File: src/rtl/fetch_pkg.sv
// rtl/fetch_pkg.sv - shared constants and types for the instruction fetch stage
package fetch_pkg;

   localparam int FETCH_ADDR_W = 32;

   // MOV r0,r0 (cond AL): harmless filler presented whenever no instruction is ready
   localparam logic [31:0] BUBBLE_INSTR = 32'hE1A0_0000;

   typedef enum logic [1:0] {
      IDLE,
      WAIT,
      DROP
   } fetchState_t;

   typedef struct packed {
      logic [31:0]             instr;
      logic [FETCH_ADDR_W-1:0] pc;
   } fetchEntry_t;

endpackage

File: src/rtl/fetch_buf.sv
// rtl/fetch_buf.sv - prefetch FIFO of fetched {instr, pc} entries; flush beats push and pop
module fetch_buf
   import fetch_pkg::*;
#(
   parameter int DEPTH = 2
) (
   input  logic                   clk,
   input  logic                   reset,
   input  logic                   push,
   input  fetchEntry_t            pushEntry,
   input  logic                   pop,
   input  logic                   flush,
   output logic [$clog2(DEPTH):0] count,
   output fetchEntry_t            head
);

   localparam int PTR_W = $clog2(DEPTH);

   fetchEntry_t      mem [DEPTH];
   logic [PTR_W-1:0] rdPtr;
   logic [PTR_W-1:0] wrPtr;

   // Pointers wrap naturally because DEPTH is a power of two
   always_ff @(posedge clk or negedge reset) begin
      if (!reset) begin
         rdPtr <= '0;
         wrPtr <= '0;
         count <= '0;
      end else if (flush) begin
         rdPtr <= '0;
         wrPtr <= '0;
         count <= '0;
      end else begin
         if (push) wrPtr <= wrPtr + 1'b1;
         if (pop)  rdPtr <= rdPtr + 1'b1;
         if (push && !pop)      count <= count + 1'b1;
         else if (pop && !push) count <= count - 1'b1;
      end
   end

   always_ff @(posedge clk) begin
      if (push && !flush) mem[wrPtr] <= pushEntry;
   end

   assign head = mem[rdPtr];

endmodule

File: src/rtl/fetch_unit.sv
// rtl/fetch_unit.sv - PC, single-outstanding imem handshake and prefetch buffer feeding Decode
// Optional saturating perf counters when FETCH_PERF_CNT_EN is defined.
module fetch_unit
   import fetch_pkg::*;
#(
   parameter int                ADDR_W    = FETCH_ADDR_W,
   parameter logic [ADDR_W-1:0] RESET_PC  = '0,
   parameter int                BUF_DEPTH = 2
) (
   input  logic              clk,
   input  logic              reset,
   output logic              imem_req,
   output logic [ADDR_W-1:0] imem_addr,
   input  logic              imem_ack,
   input  logic [31:0]       imem_rdata,
   input  logic              StallF,
   input  logic              PCSrcW,
   input  logic [ADDR_W-1:0] ResultW,
   output logic [31:0]       InstrF,
   output logic              InstrValidF,
`ifdef FETCH_PERF_CNT_EN
   output logic [31:0]       perf_fetched,
   output logic [31:0]       perf_dropped,
`endif
   output logic [ADDR_W-1:0] PCPlus8F
);

   localparam int               CNT_W   = $clog2(BUF_DEPTH) + 1;
   localparam logic [CNT_W-1:0] DEPTH_C = CNT_W'(BUF_DEPTH);

   fetchState_t      state;
   fetchState_t      stateNext;
   logic [ADDR_W-1:0] pc;
   logic             issue;
   logic             push;
   logic             pop;
   logic             flush;
   logic [CNT_W-1:0] count;
   fetchEntry_t      head;
   fetchEntry_t      pushEntry;

   always_ff @(posedge clk or negedge reset) begin
      if (!reset) state <= IDLE;
      else        state <= stateNext;
   end

   // Issue only with a free slot; that slot stays reserved for the in-flight fetch
   always_comb begin
      stateNext = state;
      unique case (state)
         IDLE:    if (!PCSrcW && (count < DEPTH_C)) stateNext = WAIT;
         WAIT:    if (imem_ack) stateNext = IDLE;
                  else if (PCSrcW) stateNext = DROP;
         DROP:    if (imem_ack) stateNext = IDLE;
         default: stateNext = IDLE;
      endcase
   end

   always_comb begin
      imem_req    = (state != IDLE);
      issue       = (state == IDLE) && (stateNext == WAIT);
      push        = (state == WAIT) && imem_ack && !PCSrcW;
      flush       = PCSrcW;
      InstrValidF = (count != '0);
      InstrF      = InstrValidF ? head.instr : BUBBLE_INSTR;
      PCPlus8F    = (InstrValidF ? head.pc : pc) + ADDR_W'(8);
      pop         = InstrValidF && !StallF && !PCSrcW;
      pushEntry   = '{instr: imem_rdata, pc: pc};
   end

   // While WAIT, pc still equals imem_addr, so it tags the returning word
   always_ff @(posedge clk or negedge reset) begin
      if (!reset) begin
         pc        <= RESET_PC;
         imem_addr <= RESET_PC;
      end else begin
         if (PCSrcW)    pc <= ResultW;
         else if (push) pc <= pc + ADDR_W'(4);
         if (issue) imem_addr <= pc;
      end
   end

   fetch_buf #(
      .DEPTH(BUF_DEPTH)
   ) u_buf (
      .clk      (clk),
      .reset    (reset),
      .push     (push),
      .pushEntry(pushEntry),
      .pop      (pop),
      .flush    (flush),
      .count    (count),
      .head     (head)
   );

`ifdef FETCH_PERF_CNT_EN
   logic        discard;
   logic [32:0] dropSum;

   always_comb begin
      discard = (state != IDLE) && imem_ack && !push;
      dropSum = {1'b0, perf_dropped} + 33'(discard) + (flush ? 33'(count) : 33'd0);
   end

   always_ff @(posedge clk or negedge reset) begin
      if (!reset) begin
         perf_fetched <= '0;
         perf_dropped <= '0;
      end else begin
         if (push && (perf_fetched != '1)) perf_fetched <= perf_fetched + 1'b1;
         perf_dropped <= dropSum[32] ? '1 : dropSum[31:0];
      end
   end
`endif

   ackInIdle: assert property (@(posedge clk) disable iff (!reset) !(imem_ack && (state == IDLE)));

endmodule
File: config.mk
export PLATFORM = sky130hd
export DESIGN_NAME = fetch_unit
export DESIGN_NICKNAME = d
export VERILOG_FILES = /design/src/rtl/fetch_pkg.sv /design/src/rtl/fetch_buf.sv /design/src/rtl/fetch_unit.sv
export SDC_FILE = /design/constraint.sdc
export NUM_CORES = 1
export LEC_CHECK = 0
export CAP_MARGIN = 10
export CORE_AREA = 2 2 141 143
export DETAILED_ROUTE_END_ITERATION = 16
export DIE_AREA = 0 0 143 145
export PLACE_DENSITY = 0.75
export SLEW_MARGIN = 0
export SYNTH_ARGS = -nofsm -noshare
export SYNTH_HDL_FRONTEND = slang
export SYNTH_HIERARCHICAL = 1
export SYNTH_SLANG_ARGS = --single-unit
File: constraint.sdc
create_clock -name clk -period 14.3 [get_ports clk]
set_input_delay 2.86 -clock clk [delete_from_list [all_inputs] [get_ports clk]]
set_output_delay 2.86 -clock clk [all_outputs]
set_load 0.03 [all_outputs]
[Word-level counts from Yosys, hierarchy flattened]
Memories as Yosys holds them, arrays and structs flattened.
Cells that the tools add are included.
W data, S select, Z words.
Cells by class
  add/subtract/negate cells: 6
  magnitude comparators: 1
  equal/unequal tests: 3
  mux-type cells: 18
  reduce and logical (&&, ||, !) cells: 19
Operators with widths (number)
  $mux W32: 4
  $add A32 B3 Y32 const B: 1
  $add A32 B4 Y32 const B: 1
  $mux W2: 7
  $logic_and A1 B1 Y1: 9
  $reduce_bool A2 Y1: 4
  $mux W1: 6
  $pmux W2 S3: 1
  $eq A2 B1 Y1 const B: 2
  $logic_not A1 Y1: 4
  $reduce_bool A3 Y1: 1
  $add A1 B1 Y1 const B: 2
  $add A2 B1 Y2 const B: 1
  $eq A2 B2 Y1 const B: 1
  $logic_not A2 Y1: 1
  $lt A2 B2 Y1 const B: 1
  $sub A2 B1 Y2 const B: 1
Word-level totals
  register bits after elaboration: 70
  memory bits (writable): 128
  input port bits: 69
  word-level logic and storage cells: 54
  memories kept: 1
Memories
  u_buf.mem: words 2, width 64, rd ports 1, clocked after Yosys merged registers in 0, wr ports 1, RTL line fetch_buf.sv:19  | fetchEntry_t mem [DEPTH];

[Longest topological paths before layout]
  word-level depth: 8
  mapped depth: 16
  gate-level depth less buffers: 11

[Hierarchy]
The synthesis kept the hierarchy.
Modules (own cells, without submodules)
  fetch_buf: times used 1, cells each 218, area an instance 5028.6 sq um
  fetch_unit: times used 1, cells each 479, area an instance 4426.7 sq um

[Worst setup path before layout]
OpenSTA, ideal clock, no wires.
  kind: in2reg
  start point: in PCSrcW
  end point: mem u_buf/mem[0][0] (netlist name), enable pin
  library setup time: 0.579 ns
  arrival time: 8.286 ns
  data required time: 13.721 ns
  setup slack: 5.434 ns
  stages on the path: 4
  cell sequence: clkbuf_1 > clkbuf_1 > nor2b_1 > nor3b_1
Between the ends
  longest elaborated chain between the ends: 5
RTL lines
  start: declaration: RTL line fetch_unit.sv:17  | input logic PCSrcW,
  $logic_not A1 Y1: RTL line fetch_unit.sv:62  | push = (state == WAIT) && imem_ack && !PCSrcW;
  $logic_and A1 B1 Y1: RTL line fetch_unit.sv:62
  via push: RTL line fetch_unit.sv:35  | logic push;
  $logic_and A1 B1 Y1: RTL line fetch_buf.sv:42  | if (push && !flush) mem[wrPtr] <= pushEntry;
  $mux W1: RTL line fetch_buf.sv:42
  $mux W1 (implied by the code): RTL line fetch_buf.sv:42
  end: declaration: RTL line fetch_buf.sv:19
The timed path passes the listed nets, and every way through them passes these cells.

[Worst setup path after layout]
  start point: reg u_buf.count[0]
  end point: out PCPlus8F[31]
Between the ends
  longest elaborated chain between the ends: 3
RTL lines
  start: declaration: RTL line fetch_buf.sv:13  | output logic [$clog2(DEPTH):0] count,
  start signal: assignment: RTL line fetch_buf.sv:36  | if (push && !pop) count <= count + 1'b1;
  start signal: assignment: RTL line fetch_buf.sv:37  | else if (pop && !push) count <= count - 1'b1;
  $reduce_bool A2 Y1: RTL line fetch_unit.sv:64  | InstrValidF = (count != '0);
  $mux W32: RTL line fetch_unit.sv:66  | PCPlus8F = (InstrValidF ? head.pc : pc) + ADDR_W'(8);
  $add A32 B4 Y32: RTL line fetch_unit.sv:66
  end: declaration: RTL line fetch_unit.sv:25  | output logic [ADDR_W-1:0] PCPlus8F
No other way between the ends.

==> metrics.md <==
| Metric | Value |
|---|---|
| Outcome | `finished clean` |
| Reg area | `between 5000 and 6000 um^2` |
| H-tree depth | `4` |
| XOR/XNOR Fraction of Synth Area | `5.84%` |
| Layout area overhead | `25.8%` |
| DRC | `0` |
| Simple-Gate Fraction of Synth Area | `about 12%` |
| Met1 usage | `roughly 27%` |
| Die Ht | `approximately 150 um` |
| Count of final setup violators | `0` |
| GR Util met3 | `approximately 3.7%` |
| Non-filler cells, final | `~1100` |
| Crit Path Category | `reg -> out` |
| Ys flop type | `edfxtp_1` |
| Crit path DAT | `roughly 4.8 ns` |
| CP Launch Type | `flip-flop` |
| Min Tclk post-route | `around 7.6 ns` |
| Clock sinks | `between 150 and 200` |
| Initial Util | `just under 50%` |
| Worst-path fanout max | `between 60 and 70` |
| Clk slew on worst S/H paths | `approximately 0.07 ns` |
| Initial antenna violation count | `0` |
| Post-CTS setup buffer count | `0` |
| Busiest grt layer | `met2` |
| Cell area after layout | `about 12000 um^2` |
| Fin Setup TNS | `0 ns` |
| WL final | `approximately 20000 um` |
| # rows | `51` |
| Multi-input logic area | `3630 um^2` |
| Vias/cell | `5.29` |
| Final Hold Fails | `0` |
| Total GRT Usage | `between 10% and 20%` |
| Yosys cell types | `between 40 and 50` |
| PD cells | `around 130 nW/um^2` |
| Vias in the first global route | `slightly below 6000` |
| Final Max Tran Viols | `0` |
| Cts hold-fix bufs | `0` |
| Clk_lat worst skew | `~0.42 ns` |
| Mapped cell area | `approximately 9500 um^2` |
| Leakage | `4.25 nW` |
| FMAX | `about 0.13 GHz` |
| R2r setup slk | `~12 ns` |
| Worst Skew | `0.00708 ns` |
| Origin of the worst min-delay path | `imem_addr[30]` |
| Core Region | `19200 um^2` |
| Gate Count Post-Synth | `~700` |
| Dpl cells | `1096` |
| Via Count | `roughly 6000` |
| DP Wirelength | `~13000 um` |
| YS warnings | `6` |
| Tcrit/Tclk final | `between 50% and 60%` |
| IO Pins | `between 150 and 200` |
| Post-synthesis mux area share | `about 17%` |
| Post-synth ARST share | `35.4%` |
| Routed WL per cell | `approximately 18 um` |
| First-pass GRT wire length | `about 32000 um` |
| Largest net degree at the start of global routing | `71` |
| Peak VDD IR | `approximately 0.09 mV` |
| Post-synthesis sequential area ratio | `between 50% and 60%` |
| Global placer's final weighted congestion | `slightly below 0.9` |
| Die Wd | `around 140 um` |
| Compound-Gate Fraction of Synth Area | `~3.9%` |
| Reg-to-Reg Start | `state[1]` |
| Grt ovf | `0` |
| Synth Net Count | `768` |
| Worst Tran Pin Value | `between 0.9 and 1 ns` |
| Synth Area in Adders | `less than 1%` |
| Die area | `roughly 21000 um^2` |
| CTS root buf | `clkbuf_16` |
| Worst slew margin | `about two fifths` |
| Worst hold path depth | `1` |
| Unrepaired setup endpoints after global routing | `no` |
| Nets | `921` |
| TritonCTS Buffers | `17` |
| Final core utilization | `about three fifths` |
| Buffers on Ports | `~170` |
| Filler cells | `about 1600` |
| Post-CTS sizing | `0` |
| Met2 Use GR | `between 30 and 40%` |
| Max cap viols | `0` |
| HP Class | `reg -> reg` |
| CP required | `about 11 ns` |
| Max Buffers Root-to-Sink | `2` |
| Hold EP | `imem_addr[30]` |
| Yosys reg bits | `a little under 200` |
| Combinational family with the most area after synthesis | `multiplexers` |
| CTS tree | `yes` |
| DRT iter0 DRCs | `between 300 and 400` |
| FF-to-FF path depth | `6` |
| RR Endpoint | `pc[30]` |
| EDFF count, synth | `128` |
| Syn avg cell area | `around 14 um^2` |
| Number of routed nets with antenna violations | `0` |
| DRT Pass-1 Iters | `6` |
| CP endpoint kind | `primary output` |
| Share of cells above drive strength 1 | `~18%` |
| Placed inst area | `between 10000 and 15000 um^2` |
==> where the power goes <==
| part | switching [mW] | internal [mW] |
|---|---|---|
| registers | 0.0394 | 0.653 |
| clock network | 0.209 | 0.277 |
| logic | 0.190 | 0.162 |
| total | 0.438 | 1.09 |
==> Yosys cell counts, types with 2 or more instances <==
library cell	n	share of area [%]
nor3_1	11	0.58
mux2i_1	24	2.5
dfrtp_1	70	19
clkbuf_1	26	1.0
nor4b_2	2	0.32
a22oi_1	3	0.24
mux2_2	53	6.3
nand2b_1	7	0.46
o21ai_0	36	1.9
nand3_1	18	0.95
xor2_1	33	3.1
buf_6	9	1.1
o211ai_1	12	0.95
nor2b_1	2	0.13
nor3b_1	4	0.32
and3b_1	3	0.28
nand4bb_1	3	0.36
nand4b_1	2	0.19
o21ai_1	5	0.26
nand2_1	78	3.1
buf_2	3	0.16
edfxtp_1	128	41
inv_1	4	0.16
nand4_1	10	0.66
or2_2	2	0.13
ha_1	2	0.26
and2_1	32	2.1
a222oi_1	2	0.21
a21oi_1	2	0.11
xnor2_1	30	2.8
or4bb_1	2	0.24
nor4_1	3	0.20
and3_1	4	0.26
mux2_4	50	7.9
nor2_1	9	0.36
==> stage by stage <==
step                power, mW  hold slack [ns]  setup WS [ns]
floorplan               0.907            0.440           5.43
global placement         1.05            0.494           7.19
detailed placement       1.06            0.496           7.05
CTS                      1.55            0.514           6.60
global route             1.59            0.518           6.29
finish                   1.53            0.507           6.67
==> layer usage <==
layer / part of all wire [%] / wire [um]
met1: 46 / 9260
met2: 49 / 9860
met4: 0.80 / 162
met5: 0 / 0
met3: 5.1 / 1040
==> how the worst max path moves through the flow <==
stage / start / endpoint / slack (ns) / cells past startpoint
after global routing: u_buf/count[1] / PCPlus8F[31] / 6.29 / 9
after floorplan: PCSrcW / u_buf/mem[0][0] / 5.43 / 4
after detailed placement: u_buf/count[1] / PCPlus8F[31] / 7.05 / 9
after CTS: u_buf/count[1] / PCPlus8F[31] / 6.60 / 9
after global placement: u_buf/count[1] / PCPlus8F[31] / 7.19 / 9
final: u_buf/count[0] / PCPlus8F[31] / 6.67 / 9
==> flip-flops by register name, summed over array words and instances, names as in the netlist <==
register,flops
u_buf/wrPtr,1
u_buf/rdPtr,1
imem_addr,32
state,2
pc,32
u_buf/count,2
u_buf/mem,128
==> cells in the final DEF, fill, tap and decap left out, drive strengths merged, types with 3 or more instances in the layout <==
| cell | count |
|---|---|
| a22oi | 3 |
| and2 | 32 |
| and3 | 4 |
| and3b | 3 |
| buf | 9 |
| bufinv | 3 |
| clkbuf | 18 |
| clkdlybuf4s50 | 164 |
| clkinv | 5 |
| clkinvlp | 3 |
| dfrtp | 70 |
| edfxtp | 128 |
| inv | 8 |
| mux2 | 103 |
| mux2i | 24 |
| nand2 | 78 |
| nand2b | 7 |
| nand3 | 18 |
| nand4 | 11 |
| nand4bb | 3 |
| nor2 | 10 |
| nor3 | 12 |
| nor3b | 5 |
| nor4 | 3 |
| o211ai | 12 |
| o21ai | 41 |
| xnor2 | 30 |
| xor2 | 33 |
==> layout make-up <==
cell class	instances	area share, %
inverters	5	0.158
multi-input cells	455	30.5
diodes	1	0.0210
clock inverters	14	1.45
flip-flops and latches	198	47.1
clock buffers	18	3.61
well taps	265	2.79
repair buffers	173	14.4
==> critical path, cell delays in order (launching register included) <==
cell and delay (ns):
dfrtp_1 0.67, nor2_2 0.74, inv_2 0.07, buf_4 0.39
o21ai_1 0.46, and4_1 0.47, and3_1 0.35, nor3b_1 0.31
xnor2_1 0.16, clkdlybuf4s50_1 0.72
==> kinds of logic (layout without fill, tap and decap cells) <==
| logic type | count (synthesis) | in the layout |
|---|---|---|
| simple gates | 201 | 201 |
| flops | 198 | 198 |
| mux | 127 | 127 |
| xor+xnor | 63 | 63 |
| compound gates | 62 | 62 |
| buf+inv | 44 | 210 |
| fa+ha+maj | 2 | 2 |
| other cells | 0 | 1 |
No activity file was read; power rests on OpenSTA's default activity.
